[src/rtl/axi4_r_line_collector.sv]
// axi4_r_line_collector: assembles one AXI4 R burst into a cache-line record with a registered valid/ready output.
// Optional protocol checking (short/long burst, RID mismatch) is enabled by defining RLINE_PROTO_CHECK_EN.
module axi4_r_line_collector #(
    parameter int BEATS  = 4,
    parameter int DATA_W = 64,
    parameter int ID_W   = 5
) (
    input  logic                    clk,
    input  logic                    reset,
    output logic                    io_in_ready,
    input  logic                    io_in_valid,
    input  logic [1:0]              io_in_bits_resp,
    input  logic [DATA_W-1:0]       io_in_bits_data,
    input  logic                    io_in_bits_last,
    input  logic [ID_W-1:0]         io_in_bits_id,
    input  logic                    io_in_bits_user,
    input  logic                    io_out_ready,
    output logic                    io_out_valid,
    output logic [DATA_W*BEATS-1:0] io_out_bits_data,
    output logic [ID_W-1:0]         io_out_bits_id,
    output logic [1:0]              io_out_bits_resp,
    output logic                    io_out_bits_user,
    output logic [4:0]              io_out_bits_beats,
    output logic                    io_out_bits_proto_err
);
    localparam logic [1:0] IDLE    = 2'd0;
    localparam logic [1:0] COLLECT = 2'd1;
    localparam logic [1:0] HOLD    = 2'd2;

    logic [1:0]              state;
    logic [4:0]              beat_cnt, cnt_nxt;
    logic                    accept, first, full, done;
    logic [DATA_W*BEATS-1:0] line_nxt;
    logic [1:0]              resp_nxt;

    assign io_in_ready  = (state != HOLD) && !reset;
    assign io_out_valid = state == HOLD;
    assign accept       = io_in_valid && io_in_ready;
    assign first        = state == IDLE;
    assign cnt_nxt      = beat_cnt + 5'd1;
    assign full         = cnt_nxt == 5'(BEATS);
    assign done         = io_in_bits_last || full;
    assign resp_nxt     = (first || io_in_bits_resp > io_out_bits_resp) ? io_in_bits_resp : io_out_bits_resp;

    // Next line image: a new burst starts from an all-zero line so unfilled slots read 0
    always_comb begin
        line_nxt = first ? '0 : io_out_bits_data;
        line_nxt[DATA_W*beat_cnt +: DATA_W] = io_in_bits_data;
    end

    // Burst FSM plus accumulation straight into the output registers (invisible until HOLD)
    always_ff @(posedge clk or posedge reset) begin
        if (reset) begin
            state             <= IDLE;
            beat_cnt          <= '0;
            io_out_bits_data  <= '0;
            io_out_bits_id    <= '0;
            io_out_bits_resp  <= '0;
            io_out_bits_user  <= 1'b0;
            io_out_bits_beats <= '0;
        end else if (accept) begin
            state             <= done ? HOLD : COLLECT;
            beat_cnt          <= cnt_nxt;
            io_out_bits_data  <= line_nxt;
            io_out_bits_id    <= first ? io_in_bits_id : io_out_bits_id;
            io_out_bits_resp  <= resp_nxt;
            io_out_bits_user  <= io_in_bits_user | (!first && io_out_bits_user);
            io_out_bits_beats <= cnt_nxt;
        end else if (state == HOLD && io_out_ready) begin
            state    <= IDLE;
            beat_cnt <= '0;
        end
    end

`ifdef RLINE_PROTO_CHECK_EN
    logic err_nxt;

    // Short and long bursts both show up as RLAST disagreeing with the slot count
    always_comb err_nxt = (!first && (io_out_bits_proto_err || io_in_bits_id != io_out_bits_id)) || (io_in_bits_last != full);

    // Sticky per-line protocol error flag, restarted by the first beat
    always_ff @(posedge clk or posedge reset) begin
        if (reset)
            io_out_bits_proto_err <= 1'b0;
        else if (accept)
            io_out_bits_proto_err <= err_nxt;
    end
`else
    assign io_out_bits_proto_err = 1'b0;
`endif
endmodule

[config.mk]
export PLATFORM = sky130hd
export DESIGN_NAME = axi4_r_line_collector
export DESIGN_NICKNAME = d
export VERILOG_FILES = /design/src/rtl/axi4_r_line_collector.sv
export SDC_FILE = /design/constraint.sdc
export NUM_CORES = 1
export LEC_CHECK = 0
export BUFFER_PORTS_ARGS = -buffer_cell sky130_fd_sc_hd__buf_2
export CAP_MARGIN = 20
export CORE_ASPECT_RATIO = 1.25
export CORE_MARGIN = 3
export CORE_UTILIZATION = 45
export DETAILED_ROUTE_END_ITERATION = 7
export PLACE_DENSITY = 0.71
export SETUP_SLACK_MARGIN = 0.5
export SLEW_MARGIN = 20
export SYNTH_ARGS = -nofsm -noshare
export SYNTH_HDL_FRONTEND = slang
export SYNTH_SLANG_ARGS = --single-unit
[constraint.sdc]
create_clock -name clk -period 19.8 [get_ports clk]
set_input_delay 5.94 -clock clk [delete_from_list [all_inputs] [get_ports clk]]
set_output_delay 5.94 -clock clk [all_outputs]
set_load 0.02 [all_outputs]
==> report_table.html, run 1 <==
<table>
<tr><th>Metric</th><th>Value</th></tr>
<tr><th colspan="2">Detailed routing</th></tr>
<tr><td>DRC violation count after routing</td><td>0</td></tr>
<tr><td>Routed length per instance</td><td>18.0 µm</td></tr>
<tr><td>Iter 0 DRT Violations</td><td>349</td></tr>
<tr><td>Routed vias/inst</td><td>4.99</td></tr>
<tr><td>Total length of routed wires</td><td>30700 µm</td></tr>
<tr><td>Total number of vias</td><td>8505</td></tr>
<tr><td>Residual antenna-violating net count after detailed routing</td><td>0</td></tr>
<tr><td>Number of search-and-repair iterations in the first detailed-routing pass</td><td>5</td></tr>
<tr><th colspan="2">Clocking</th></tr>
<tr><td>Maximum count of clock buffers along a single path</td><td>3</td></tr>
<tr><td>Num CTS Buffers</td><td>26</td></tr>
<tr><td>Clock input transition at the sequential cells of the worst setup and hold paths</td><td>0.06 ns</td></tr>
<tr><td>CTS Root Buffer Type</td><td>sky130_fd_sc_hd__clkbuf_16</td></tr>
<tr><td>Clock latency on the worst-skew pair</td><td>0.53 ns</td></tr>
<tr><td>Number of buffers inserted by post-CTS setup repair</td><td>0</td></tr>
<tr><td>Post_cts resized</td><td>0</td></tr>
<tr><td>CTS tree</td><td>built</td></tr>
<tr><td>Hold buffer count at cts</td><td>0</td></tr>
<tr><td>H-tree lvl count</td><td>1</td></tr>
<tr><td>Clock sink count</td><td>276</td></tr>
<tr><th colspan="2">Power and ir drop</th></tr>
<tr><td>Peak VDD IR</td><td>74.8 µV</td></tr>
<tr><td>Overall power</td><td>1.94 mW</td></tr>
<tr><td>Power per Cell Area</td><td>133 mW/mm²</td></tr>
<tr><td>P_leak</td><td>9.12 nW</td></tr>
<tr><th colspan="2">Timing</th></tr>
<tr><td>Time the worst path needs with I/O delays and setup</td><td>12.29 ns</td></tr>
<tr><td>Max-slew violations</td><td>0</td></tr>
<tr><td>Actual slew at the worst max-slew pin</td><td>1.07 ns</td></tr>
<tr><td>Worst-case clock skew</td><td>0.0115 ns</td></tr>
<tr><td>Hold violation count in the final report</td><td>0</td></tr>
<tr><td>Worst hold slack after final layout</td><td>0.474 ns</td></tr>
<tr><td>RSZ-0062 raised after global routing</td><td>no</td></tr>
<tr><td>Total setup violations reported at the end of the flow</td><td>0</td></tr>
<tr><td>Max frequency</td><td>0.0814 GHz</td></tr>
<tr><td>Max-slew headroom</td><td>0.285</td></tr>
<tr><td>Final-layout setup total negative slack</td><td>0 ns</td></tr>
<tr><td>Crit share post-route</td><td>0.620</td></tr>
<tr><th colspan="2">Placed design</th></tr>
<tr><td>Number of buffers added on ports</td><td>347</td></tr>
<tr><td>Routability Congestion</td><td>0.805</td></tr>
<tr><td>Number of instances in the placed design</td><td>1658</td></tr>
<tr><td>Post-detail-place hpwl</td><td>20800 µm</td></tr>
<tr><th colspan="2">Worst setup path</th></tr>
<tr><td>Maximum cell stage delay along the critical path</td><td>0.17 ns</td></tr>
<tr><td>Top cell by count, worst path</td><td>sky130_fd_sc_hd__buf_2</td></tr>
<tr><td>Internal reg-to-reg setup slack</td><td>16.22 ns</td></tr>
<tr><td>Worst Path Buf+Inv</td><td>2</td></tr>
<tr><td>Required time of the critical path</td><td>13.86 ns</td></tr>
<tr><td>Endpoint type of the worst setup path</td><td>output port</td></tr>
<tr><td>Worst-path maximum fanout</td><td>3</td></tr>
<tr><td>Worst r2r path cells</td><td>9</td></tr>
<tr><td>Slowest cell on the critical path</td><td>sky130_fd_sc_hd__buf_2</td></tr>
<tr><td>CP cell instances</td><td>buf_2 -&gt; nor2_1 -&gt; buf_2</td></tr>
<tr><td>Gate family responsible for the most delay along the worst path</td><td>buffers and inverters</td></tr>
<tr><td>Arrival time at the worst endpoint</td><td>6.35 ns</td></tr>
<tr><td>Crit Reg-Reg Endpoint</td><td>io_out_bits_data[85]</td></tr>
<tr><td>Critical path type</td><td>input pin to output port</td></tr>
<tr><td>Category of the worst setup path launch point</td><td>input pin</td></tr>
<tr><td>Critical register-to-register path startpoint</td><td>beat_cnt[0]</td></tr>
<tr><th colspan="2">Hold path</th></tr>
<tr><td>Path class of the lowest-slack min-delay path</td><td>flop to flop</td></tr>
<tr><td>Cells on Worst Hold Path</td><td>2</td></tr>
<tr><td>Hold path startpoint</td><td>io_out_bits_beats[2]</td></tr>
<tr><td>Worst-case hold path end point</td><td>io_out_bits_beats[2]</td></tr>
<tr><th colspan="2">Layout</th></tr>
<tr><td>Most common cell after layout, fill and taps aside</td><td>sky130_fd_sc_hd__buf_2</td></tr>
<tr><td>Filler cell count</td><td>2252</td></tr>
<tr><td>Final Non-Filler Cells</td><td>1705</td></tr>
<tr><td>Commonest cells after routing, fill and taps aside</td><td>sky130_fd_sc_hd__buf_2, sky130_fd_sc_hd__nand2_1, sky130_fd_sc_hd__dfrtp_1</td></tr>
<tr><td>Share of the core filled with cells</td><td>0.571</td></tr>
<tr><td>Layout area overhead</td><td>23.2%</td></tr>
<tr><td>Fraction of final layout cells sized beyond drive strength 1</td><td>0.300</td></tr>
<tr><td>Number of nets in the layout</td><td>1434</td></tr>
<tr><th colspan="2">Floorplan</th></tr>
<tr><td>Number of placement rows</td><td>65</td></tr>
<tr><td>Core Area</td><td>0.0255 mm²</td></tr>
<tr><td>DIE AREA</td><td>0.0283 mm²</td></tr>
<tr><td>Number of primary I/O pins</td><td>349</td></tr>
<tr><td>Effective utilization at floorplan</td><td>0.463</td></tr>
<tr><td>Die Ht</td><td>187 µm</td></tr>
<tr><td>Horiz. Die Dim</td><td>151 µm</td></tr>
<tr><th colspan="2">Yosys</th></tr>
<tr><td>Warnings, synthesis</td><td>0</td></tr>
<tr><td>Most area-consuming cells after synthesis</td><td>sky130_fd_sc_hd__dfrtp_1, sky130_fd_sc_hd__mux2i_1, sky130_fd_sc_hd__nand2_1</td></tr>
<tr><td>Number of register bits inferred by synthesis</td><td>276</td></tr>
<tr><td>Top FF cell, synth</td><td>sky130_fd_sc_hd__dfrtp_1</td></tr>
<tr><td>Netlist area before placement</td><td>0.0118 mm²</td></tr>
<tr><td>Number of enable-type register cells in the synthesized netlist</td><td>0</td></tr>
<tr><td>Post-synth net total</td><td>1113</td></tr>
<tr><td>Count of cell types in the netlist</td><td>41</td></tr>
<tr><td>Post-synth top area share</td><td>0.584</td></tr>
<tr><td>Average cell area after synthesis</td><td>11.5 µm²</td></tr>
<tr><td>Mapped Cells</td><td>1030</td></tr>
<tr><td>Library cell with the largest summed area after synthesis</td><td>sky130_fd_sc_hd__dfrtp_1</td></tr>
<tr><td>Async set-or-reset flop fraction in the synthesized netlist</td><td>1.00</td></tr>
<tr><td>Share of synthesized area occupied by flip-flops and latches</td><td>0.584</td></tr>
<tr><th colspan="2">Status</th></tr>
<tr><td>Result of the run</td><td>completed</td></tr>
<tr><th colspan="2">Global route</th></tr>
<tr><td>Number of antenna violations at the first check in global routing</td><td>1</td></tr>
<tr><td>Tot GR Track Use</td><td>0.215</td></tr>
<tr><td>Wire length of the first global-routing pass</td><td>49000 µm</td></tr>
<tr><td>Final global-route overflow total</td><td>0</td></tr>
<tr><td>Pin count of the biggest net entering global routing</td><td>137</td></tr>
<tr><td>Number of global-route vias before repair</td><td>8901</td></tr>
<tr><th colspan="2">Run</th></tr>
<tr><td>Number of maximum-capacitance violations</td><td>0</td></tr>
</table>
## per-layer routing
metal | vias to the layer above | track usage | wire [µm]
met5 | - | 0 | 0
met4 | 0 | 0.0799 | 1140
met3 | 62 | 0.0368 | 1830
met2 | 265 | 0.370 | 15500
met1 | 4198 | 0.268 | 12200
li1 | 3980 | - | -
## how the worst max path moves through the flow
stage / start / endpoint / slack, ns / cells after the start
after floorplan: reset / beat_cnt[0] / 6.25 / 1
after global placement: reset / io_in_ready / 7.51 / 3
after detailed placement: reset / io_in_ready / 7.51 / 3
after CTS: reset / io_in_ready / 7.51 / 3
after global routing: reset / io_in_ready / 7.45 / 3
final: reset / io_in_ready / 7.51 / 3
## cell usage after synthesis (2+ instances only)
master / n
sky130_fd_sc_hd__a21o_1: 4
sky130_fd_sc_hd__a21oi_1: 2
sky130_fd_sc_hd__and3_1: 2
sky130_fd_sc_hd__buf_1: 2
sky130_fd_sc_hd__buf_12: 6
sky130_fd_sc_hd__buf_2: 8
sky130_fd_sc_hd__buf_4: 15
sky130_fd_sc_hd__buf_6: 8
sky130_fd_sc_hd__clkbuf_1: 27
sky130_fd_sc_hd__dfrtp_1: 276
sky130_fd_sc_hd__ha_1: 6
sky130_fd_sc_hd__inv_1: 70
sky130_fd_sc_hd__mux2_1: 7
sky130_fd_sc_hd__mux2_2: 2
sky130_fd_sc_hd__mux2i_1: 256
sky130_fd_sc_hd__nand2_1: 294
sky130_fd_sc_hd__nand2b_1: 3
sky130_fd_sc_hd__nand3_1: 2
sky130_fd_sc_hd__nor2_1: 4
sky130_fd_sc_hd__nor2b_1: 2
sky130_fd_sc_hd__nor3_1: 2
sky130_fd_sc_hd__nor4_1: 3
sky130_fd_sc_hd__o21ai_1: 6
sky130_fd_sc_hd__or2_1: 3
sky130_fd_sc_hd__xor2_1: 4
## through the flow
| step | instance area [µm²] | setup WS [ns] |
|---|---|---|
| floorplan | 11800 | 6.25 |
| global placement | 13600 | 7.51 |
| detailed placement | 13600 | 7.51 |
| CTS | 14600 | 7.51 |
| global route | 14600 | 7.45 |
| finish | 14600 | 7.51 |
## layout make-up
type                    count  area [µm²]  area share
flip-flops and latches    276        6910       0.474
multi-input cells         617        4210       0.289
repair buffers            359        1830       0.125
clock buffers              32         714      0.0490
well taps                 335         419      0.0288
inverters                  71         274      0.0188
clock inverters            14         223      0.0153
diodes                      1        2.50    0.000172
## registers in the layout, summed over array words and instances (netlist names)
register / cells
io_out_bits_resp: 2
io_out_bits_user: 1
io_out_bits_id: 5
beat_cnt: 5
io_out_bits_beats: 5
state: 2
io_out_bits_data: 256
## cells by family after synthesis
| family | share of synthesized area |
|---|---|
| AND/OR/NAND/NOR | 0.109 |
| flip-flops | 0.584 |
| multiplexers | 0.225 |
| buffers and inverters | 0.0624 |
| AO/OA/AOI/OAI | 0.00942 |
| adder cells (fa/ha/maj) | 0.00635 |
| XOR/XNOR | 0.00370 |
| other | 0.000317 |
## power by group
| part | leakage [nW] | switching (mW) | internal (mW) | total [mW] |
|---|---|---|---|---|
| clock network | 0.463 | 0.215 | 0.334 | 0.549 |
| logic | 4.85 | 0.413 | 0.201 | 0.615 |
| registers | 3.80 | 0.0792 | 0.701 | 0.780 |
| total | 9.12 | 0.707 | 1.24 | 1.94 |
## worst min-delay path, cell delays in order, from the launching register on
cell and delay, ns:
sky130_fd_sc_hd__dfrtp_1 0.34, sky130_fd_sc_hd__nand2_1 0.05, sky130_fd_sc_hd__nand2_1 0.06
(Power assumes the default switching activity.)
==> run 2: changes to the inputs <==
--- a/config.mk
+++ b/config.mk
@@ -11,7 +11,7 @@
 export CORE_MARGIN = 3
 export CORE_UTILIZATION = 45
 export DETAILED_ROUTE_END_ITERATION = 7
-export PLACE_DENSITY = 0.71
+export PLACE_DENSITY = 0.74
 export SETUP_SLACK_MARGIN = 0.5
 export SLEW_MARGIN = 20
 export SYNTH_ARGS = -nofsm -noshare
==> constraint.sdc (replaced) <==
create_clock -name clk -period 10.87 [get_ports clk]
set_input_delay 3.261 -clock clk [delete_from_list [all_inputs] [get_ports clk]]
set_output_delay 3.261 -clock clk [all_outputs]
set_load 0.02 [all_outputs]
==> run 2 against run 1 <==
Worst setup slack got worse by 3.5 ns. Register-to-register slack got worse by 8.9 ns. First-iteration DRC count increased by 2.0%. Cell area increased by 0.41%. Sequential power increased by 82%. Sequential cell count unchanged. Clock power increased by 82%. Sequential share of layout area decreased by 0.19 points. Via count increased by 0.11%. Wire length decreased by 1.1%. Critical path type unchanged. Critical endpoint unchanged.
==> report_table.html, run 2 (same netlist as run 1, synthesis figures left out) <==
<table>
<tr><th>Metric</th><th>Value</th></tr>
<tr><th colspan="2">Layout</th></tr>
<tr><td>Fraction of final layout cells sized beyond drive strength 1</td><td>0.302</td></tr>
<tr><td>Number of nets in the layout</td><td>1438</td></tr>
<tr><td>Layout area overhead</td><td>23.7%</td></tr>
<tr><td>Top register by number of flip-flops</td><td>io_out_bits_data</td></tr>
<tr><td>Flip-flop count of the largest register, all copies and words added</td><td>256</td></tr>
<tr><td>Filler cell count</td><td>2199</td></tr>
<tr><td>Most common cell after layout, fill and taps aside</td><td>sky130_fd_sc_hd__buf_2</td></tr>
<tr><td>Commonest cells after routing, fill and taps aside</td><td>sky130_fd_sc_hd__buf_2, sky130_fd_sc_hd__nand2_1, sky130_fd_sc_hd__dfrtp_1</td></tr>
<tr><th colspan="2">Worst setup path</th></tr>
<tr><td>Slowest cell on the critical path</td><td>sky130_fd_sc_hd__buf_2</td></tr>
<tr><td>Endpoint type of the worst setup path</td><td>output port</td></tr>
<tr><td>CP cell instances</td><td>buf_2 -&gt; nor2_1 -&gt; buf_2</td></tr>
<tr><td>Worst Path Buf+Inv</td><td>2</td></tr>
<tr><td>Critical path type</td><td>input pin to output port</td></tr>
<tr><td>Worst-path maximum fanout</td><td>3</td></tr>
<tr><td>Maximum cell stage delay along the critical path</td><td>0.17 ns</td></tr>
<tr><td>Top cell by count, worst path</td><td>sky130_fd_sc_hd__buf_2</td></tr>
<tr><td>Category of the worst setup path launch point</td><td>input pin</td></tr>
<tr><td>Required time of the critical path</td><td>7.61 ns</td></tr>
<tr><td>Arrival time at the worst endpoint</td><td>3.64 ns</td></tr>
<tr><td>Worst r2r path cells</td><td>9</td></tr>
<tr><td>Stages on the worst setup path</td><td>3</td></tr>
<tr><td>Gate family responsible for the most delay along the worst path</td><td>buffers and inverters</td></tr>
<tr><th colspan="2">Global route</th></tr>
<tr><td>Most crowded layer after global routing</td><td>met2</td></tr>
<tr><td>Routing usage on met1</td><td>0.261</td></tr>
<tr><td>Number of antenna violations at the first check in global routing</td><td>1</td></tr>
<tr><td>Number of global-route vias before repair</td><td>8891</td></tr>
<tr><td>Pin count of the biggest net entering global routing</td><td>155</td></tr>
<tr><td>Final global-route overflow total</td><td>0</td></tr>
<tr><td>Global routing usage on met2</td><td>0.367</td></tr>
<tr><td>Tot GR Track Use</td><td>0.212</td></tr>
<tr><td>M3 GR Usage</td><td>0.0400</td></tr>
<tr><td>Wire length of the first global-routing pass</td><td>48400 µm</td></tr>
<tr><th colspan="2">Floorplan</th></tr>
<tr><td>DIE AREA</td><td>0.0283 mm²</td></tr>
<tr><td>Core Area</td><td>0.0255 mm²</td></tr>
<tr><td>Number of placement rows</td><td>65</td></tr>
<tr><td>Effective utilization at floorplan</td><td>0.463</td></tr>
<tr><td>Die Ht</td><td>187 µm</td></tr>
<tr><td>Number of primary I/O pins</td><td>349</td></tr>
<tr><td>Horiz. Die Dim</td><td>151 µm</td></tr>
<tr><th colspan="2">Placed design</th></tr>
<tr><td>Post-detail-place hpwl</td><td>20500 µm</td></tr>
<tr><td>Pre-CTS setup slack</td><td>3.97 ns</td></tr>
<tr><td>Routability Congestion</td><td>0.803</td></tr>
<tr><td>Number of buffers added on ports</td><td>347</td></tr>
<tr><th colspan="2">Power and ir drop</th></tr>
<tr><td>Portion of total power attributed to sequential cells</td><td>0.402</td></tr>
<tr><td>Clock power frac</td><td>0.282</td></tr>
<tr><td>Net switching fraction of the power</td><td>0.368</td></tr>
<tr><td>Peak VDD IR</td><td>125 µV</td></tr>
<tr><td>Internal portion of total power</td><td>2.24 mW</td></tr>
<tr><td>Comb power frac</td><td>0.316</td></tr>
<tr><td>Power per Cell Area</td><td>242 mW/mm²</td></tr>
<tr><td>Switching power total</td><td>1.30 mW</td></tr>
<tr><td>Overall power</td><td>3.54 mW</td></tr>
<tr><td>P_leak</td><td>9.14 nW</td></tr>
<tr><th colspan="2">Timing</th></tr>
<tr><td>Final-layout setup total negative slack</td><td>0 ns</td></tr>
<tr><td>Time the worst path needs with I/O delays and setup</td><td>6.90 ns</td></tr>
<tr><td>Max frequency</td><td>0.145 GHz</td></tr>
<tr><td>Crit share post-route</td><td>0.635</td></tr>
<tr><td>Crit path setup slack, layout</td><td>3.97 ns</td></tr>
<tr><td>RSZ-0062 raised after global routing</td><td>no</td></tr>
<tr><td>Max-slew headroom</td><td>0.403</td></tr>
<tr><td>Worst hold slack after final layout</td><td>0.478 ns</td></tr>
<tr><td>Actual slew at the worst max-slew pin</td><td>0.896 ns</td></tr>
<tr><td>Hold violation count in the final report</td><td>0</td></tr>
<tr><td>Total setup violations reported at the end of the flow</td><td>0</td></tr>
<tr><td>Worst-case clock skew</td><td>0.0167 ns</td></tr>
<tr><td>Max-slew violations</td><td>0</td></tr>
<tr><th colspan="2">Clocking</th></tr>
<tr><td>Clock sink count</td><td>276</td></tr>
<tr><td>Post_cts resized</td><td>0</td></tr>
<tr><td>Clock latency on the worst-skew pair</td><td>0.55 ns</td></tr>
<tr><td>Num CTS Buffers</td><td>28</td></tr>
<tr><td>CTS tree</td><td>built</td></tr>
<tr><td>CTS Root Buffer Type</td><td>sky130_fd_sc_hd__clkbuf_16</td></tr>
<tr><td>Maximum count of clock buffers along a single path</td><td>3</td></tr>
<tr><td>Clock input transition at the sequential cells of the worst setup and hold paths</td><td>0.06 ns</td></tr>
<tr><td>Number of buffers inserted by post-CTS setup repair</td><td>0</td></tr>
<tr><td>Hold buffer count at cts</td><td>0</td></tr>
<tr><td>H-tree lvl count</td><td>1</td></tr>
<tr><th colspan="2">Status</th></tr>
<tr><td>Result of the run</td><td>completed</td></tr>
<tr><th colspan="2">Detailed routing</th></tr>
<tr><td>Routed vias/inst</td><td>4.97</td></tr>
<tr><td>Routed length per instance</td><td>17.7 µm</td></tr>
<tr><td>Total length of routed wires</td><td>30400 µm</td></tr>
<tr><td>Number of search-and-repair iterations in the first detailed-routing pass</td><td>5</td></tr>
<tr><td>Residual antenna-violating net count after detailed routing</td><td>0</td></tr>
<tr><td>Iter 0 DRT Violations</td><td>356</td></tr>
<tr><td>DRC violation count after routing</td><td>0</td></tr>
<tr><td>Total number of vias</td><td>8514</td></tr>
<tr><th colspan="2">Hold path</th></tr>
<tr><td>Path class of the lowest-slack min-delay path</td><td>flop to flop</td></tr>
<tr><td>Cells on Worst Hold Path</td><td>2</td></tr>
<tr><th colspan="2">Run</th></tr>
<tr><td>Number of maximum-capacitance violations</td><td>0</td></tr>
</table>
run 2: cell types whose count changed in the layout (fill, tap and decap cells not counted):
cell and delta:
sky130_fd_sc_hd__buf_16 +1, sky130_fd_sc_hd__clkbuf_16 +1, sky130_fd_sc_hd__inv_8 -1, sky130_fd_sc_hd__inv_6 +2
sky130_fd_sc_hd__bufinv_16 -2, sky130_fd_sc_hd__clkbuf_8 +1, sky130_fd_sc_hd__clkinv_8 +1, sky130_fd_sc_hd__buf_12 +1
sky130_fd_sc_hd__clkbuf_1 +3
run 2: cell type report:
| class | count | area, µm² | share of cell area |
|---|---|---|---|
| Clock buffer | 37 | 764 | 0.0522 |
| Clock inverter | 14 | 189 | 0.0129 |
| Multi-Input combinational cell | 617 | 4210 | 0.288 |
| Sequential cell | 276 | 6910 | 0.472 |
| Inverter | 71 | 270 | 0.0185 |
| Antenna cell | 1 | 2.50 | 0.000171 |
| Tap cell | 335 | 419 | 0.0286 |
| Timing Repair Buffer | 361 | 1870 | 0.128 |
run 2: worst paths after layout:
kind                                            from                    end  slack (ns)
worst min-delay path            io_out_bits_beats[2]   io_out_bits_beats[2]        0.48
min in group asynchronous                      reset    io_out_bits_resp[1]        2.95
worst max-delay path                           reset            io_in_ready        3.97
max in group asynchronous                      reset  io_out_bits_data[149]        6.56
worst max register to register           beat_cnt[0]  io_out_bits_data[103]        7.32
worst min register to register  io_out_bits_beats[2]   io_out_bits_beats[2]        0.48
run 2: power by group through the flow:
| stage | clock network [mW] | logic [mW] | registers, mW |
|---|---|---|---|
| 6_report | 0.999 | 1.12 | 1.42 |
| 5_1_grt | 1.07 | 1.22 | 1.45 |
| 4_1_cts | 1.02 | 1.13 | 1.42 |
| 3_5_place_dp | 0 | 1.13 | 1.44 |
| 3_3_place_gp | 0 | 1.10 | 1.43 |
| 2_1_floorplan | 0 | 0.420 | 1.72 |
run 2: per-layer routing:
| layer | wire length (µm) | up-vias |
|---|---|---|
| met1 | 11800 | 4209 |
| met2 | 15400 | 249 |
| met3 | 1830 | 75 |
| met5 | 0 | - |
| met4 | 1300 | 0 |
| li1 | - | 3981 |
run 2: tightest hold or removal path: stages (launching register included):
cell	delay, ns
sky130_fd_sc_hd__dfrtp_1	0.34
sky130_fd_sc_hd__nand2_1	0.05
sky130_fd_sc_hd__nand2_1	0.06
run 2: per-stage QoR:
step / cells / util / cell area (µm²)
after detailed placement: 1659 / 0.535 / 13700
after global placement: 1659 / 0.535 / 13700
after floorplan: 1030 / - / 11800
after global routing: 1712 / 0.573 / 14600
after CTS: 1710 / 0.572 / 14600
final: 1712 / 0.573 / 14600
==> run 3: changes to the inputs <==
==> constraint.sdc (replaced) <==
create_clock -name clk -period 6.1 [get_ports clk]
set_input_delay 1.83 -clock clk [delete_from_list [all_inputs] [get_ports clk]]
set_output_delay 1.83 -clock clk [all_outputs]
set_load 0.02 [all_outputs]
==> run 3 against run 2 <==
Non-clock buffer count shrank 1. Critical endpoint unchanged. Cell count is essentially flat. Wire length increased by 0.44%. Combinational power grew 79%. Sequential share of layout area decreased by 0.28 points. Highest routed layer unchanged. Sequential power up 79%. Cell area increased by 0.59%. Core utilization grew 0.34 points. Clock power increased by 90%. Via count down 0.13%. Hold slack gained 0.0011 ns.
==> report_table.html, run 3 (same netlist as run 1, synthesis figures left out) <==
<table>
<tr><th>Metric</th><th>Value</th></tr>
<tr><th colspan="2">Status</th></tr>
<tr><td>Result of the run</td><td>completed</td></tr>
<tr><th colspan="2">Layout</th></tr>
<tr><td>Filler cell count</td><td>2211</td></tr>
<tr><td>Area used by sequential logic in the layout</td><td>0.00691 mm²</td></tr>
<tr><td>Fraction of final layout cells sized beyond drive strength 1</td><td>0.303</td></tr>
<tr><td>Share of the core filled with cells</td><td>0.576</td></tr>
<tr><td>Top register by number of flip-flops</td><td>io_out_bits_data</td></tr>
<tr><td>Combined area of the multi-input logic cells</td><td>0.00421 mm²</td></tr>
<tr><td>Final Non-Filler Cells</td><td>1711</td></tr>
<tr><td>Layout area overhead</td><td>24.5%</td></tr>
<tr><td>Most common cell after layout, fill and taps aside</td><td>sky130_fd_sc_hd__buf_2</td></tr>
<tr><td>Flip-flop count of the largest register, all copies and words added</td><td>256</td></tr>
<tr><td>Commonest cells after routing, fill and taps aside</td><td>sky130_fd_sc_hd__buf_2, sky130_fd_sc_hd__nand2_1, sky130_fd_sc_hd__dfrtp_1</td></tr>
<tr><td>Number of nets in the layout</td><td>1437</td></tr>
<tr><th colspan="2">Floorplan</th></tr>
<tr><td>Die Ht</td><td>187 µm</td></tr>
<tr><td>Core Area</td><td>0.0255 mm²</td></tr>
<tr><td>Effective utilization at floorplan</td><td>0.463</td></tr>
<tr><td>Horiz. Die Dim</td><td>151 µm</td></tr>
<tr><td>DIE AREA</td><td>0.0283 mm²</td></tr>
<tr><td>Number of placement rows</td><td>65</td></tr>
<tr><td>Number of primary I/O pins</td><td>349</td></tr>
<tr><th colspan="2">Placed design</th></tr>
<tr><td>Number of instances in the placed design</td><td>1659</td></tr>
<tr><td>Number of buffers added on ports</td><td>347</td></tr>
<tr><td>Post-detail-place hpwl</td><td>20900 µm</td></tr>
<tr><td>Routability Congestion</td><td>0.807</td></tr>
<tr><th colspan="2">Global route</th></tr>
<tr><td>Number of antenna violations at the first check in global routing</td><td>1</td></tr>
<tr><td>Pin count of the biggest net entering global routing</td><td>155</td></tr>
<tr><td>Number of global-route vias before repair</td><td>8823</td></tr>
<tr><td>Wire length of the first global-routing pass</td><td>47900 µm</td></tr>
<tr><td>Final global-route overflow total</td><td>0</td></tr>
<tr><td>Tot GR Track Use</td><td>0.209</td></tr>
<tr><th colspan="2">Worst setup path</th></tr>
<tr><td>Maximum cell stage delay along the critical path</td><td>0.17 ns</td></tr>
<tr><td>Category of the worst setup path launch point</td><td>input pin</td></tr>
<tr><td>Critical path type</td><td>input pin to output port</td></tr>
<tr><td>Worst r2r path cells</td><td>9</td></tr>
<tr><td>Worst-path maximum fanout</td><td>3</td></tr>
<tr><td>Required time of the critical path</td><td>4.27 ns</td></tr>
<tr><td>Top cell by count, worst path</td><td>sky130_fd_sc_hd__buf_2</td></tr>
<tr><td>Slowest cell on the critical path</td><td>sky130_fd_sc_hd__buf_2</td></tr>
<tr><td>CP cell instances</td><td>buf_2 -&gt; nor2_1 -&gt; buf_2</td></tr>
<tr><td>Arrival time at the worst endpoint</td><td>2.23 ns</td></tr>
<tr><td>Endpoint type of the worst setup path</td><td>output port</td></tr>
<tr><th colspan="2">Clocking</th></tr>
<tr><td>Maximum count of clock buffers along a single path</td><td>3</td></tr>
<tr><td>Hold buffer count at cts</td><td>0</td></tr>
<tr><td>Clock sink count</td><td>276</td></tr>
<tr><td>Num CTS Buffers</td><td>28</td></tr>
<tr><td>Clock latency on the worst-skew pair</td><td>0.53 ns</td></tr>
<tr><td>H-tree lvl count</td><td>1</td></tr>
<tr><td>CTS Root Buffer Type</td><td>sky130_fd_sc_hd__clkbuf_16</td></tr>
<tr><td>Number of buffers inserted by post-CTS setup repair</td><td>0</td></tr>
<tr><td>CTS tree</td><td>built</td></tr>
<tr><td>Post_cts resized</td><td>0</td></tr>
<tr><td>Clock input transition at the sequential cells of the worst setup and hold paths</td><td>0.06 ns</td></tr>
<tr><th colspan="2">Power and ir drop</th></tr>
<tr><td>Power per Cell Area</td><td>437 mW/mm²</td></tr>
<tr><td>Peak VDD IR</td><td>321 µV</td></tr>
<tr><td>P_leak</td><td>9.18 nW</td></tr>
<tr><td>Overall power</td><td>6.43 mW</td></tr>
<tr><th colspan="2">Detailed routing</th></tr>
<tr><td>DRC violation count after routing</td><td>0</td></tr>
<tr><td>Routed length per instance</td><td>17.8 µm</td></tr>
<tr><td>Total number of vias</td><td>8503</td></tr>
<tr><td>Iter 0 DRT Violations</td><td>305</td></tr>
<tr><td>Routed vias/inst</td><td>4.97</td></tr>
<tr><td>Total length of routed wires</td><td>30500 µm</td></tr>
<tr><td>Residual antenna-violating net count after detailed routing</td><td>0</td></tr>
<tr><td>Number of search-and-repair iterations in the first detailed-routing pass</td><td>4</td></tr>
<tr><th colspan="2">Timing</th></tr>
<tr><td>Crit share post-route</td><td>0.666</td></tr>
<tr><td>Hold violation count in the final report</td><td>0</td></tr>
<tr><td>Worst-case clock skew</td><td>0.0165 ns</td></tr>
<tr><td>Max-slew violations</td><td>0</td></tr>
<tr><td>Total setup violations reported at the end of the flow</td><td>0</td></tr>
<tr><td>Max-slew headroom</td><td>0.327</td></tr>
<tr><td>Time the worst path needs with I/O delays and setup</td><td>4.06 ns</td></tr>
<tr><td>Max frequency</td><td>0.246 GHz</td></tr>
<tr><td>Final-layout setup total negative slack</td><td>0 ns</td></tr>
<tr><td>Actual slew at the worst max-slew pin</td><td>1.01 ns</td></tr>
<tr><td>RSZ-0062 raised after global routing</td><td>no</td></tr>
<tr><th colspan="2">Hold path</th></tr>
<tr><td>Path class of the lowest-slack min-delay path</td><td>flop to flop</td></tr>
<tr><td>Cells on Worst Hold Path</td><td>2</td></tr>
<tr><th colspan="2">Run</th></tr>
<tr><td>Number of maximum-capacitance violations</td><td>0</td></tr>
</table>
run 3: metal layers:
layer / vias up / GRT usage / wire (µm)
met1: 4185 / 0.255 / 11900
li1: 3974 / - / -
met4: 0 / 0.0841 / 1280
met5: - / 0 / 0
met2: 273 / 0.362 / 15300
met3: 71 / 0.0390 / 1920
run 3: worst paths after layout:
kind / from / end / slack [ns]
max reg2reg: beat_cnt[0] / io_out_bits_data[100] / 2.59
min: io_out_bits_beats[2] / io_out_bits_beats[2] / 0.48
max: reset / io_in_ready / 2.04
min reg2reg: io_out_bits_beats[2] / io_out_bits_beats[2] / 0.48
max in group asynchronous: reset / io_out_bits_data[221] / 3.87
min in group asynchronous: reset / io_out_bits_resp[0] / 1.48
run 3: worst max-delay path, delay by kind of cell:
kind | cells | cell delay [ns]
buffers and inverters | 2 | 0.30
and+or+nand+nor | 1 | 0.10
run 3: stage by stage:
| stage | hold WS (ns) | instance area [µm²] | worst slack (ns) |
|---|---|---|---|
| final | 0.479 | 14700 | 2.04 |
| after global routing | 0.487 | 14700 | 1.99 |
| after CTS | 0.479 | 14700 | 2.05 |
| after detailed placement | 0.462 | 13700 | 1.93 |
| after global placement | 0.458 | 13700 | 2.00 |
| after floorplan | 0.462 | 11800 | 0.619 |
run 3: layout make-up:
type,instances,share of cell area
Antenna cell,1,0.000170
Clock buffer,37,0.0541
Clock inverter,14,0.0159
Inverter,71,0.0184
Multi-Input combinational cell,617,0.286
Sequential cell,276,0.469
Tap cell,335,0.0285
Timing Repair Buffer,360,0.128
run 3: report_power, final:
group / internal (mW) / switching, mW / total, mW
combinational: 0.662 / 1.34 / 2.00
sequential: 2.27 / 0.263 / 2.54
clock: 1.17 / 0.722 / 1.90
total: 4.11 / 2.32 / 6.43
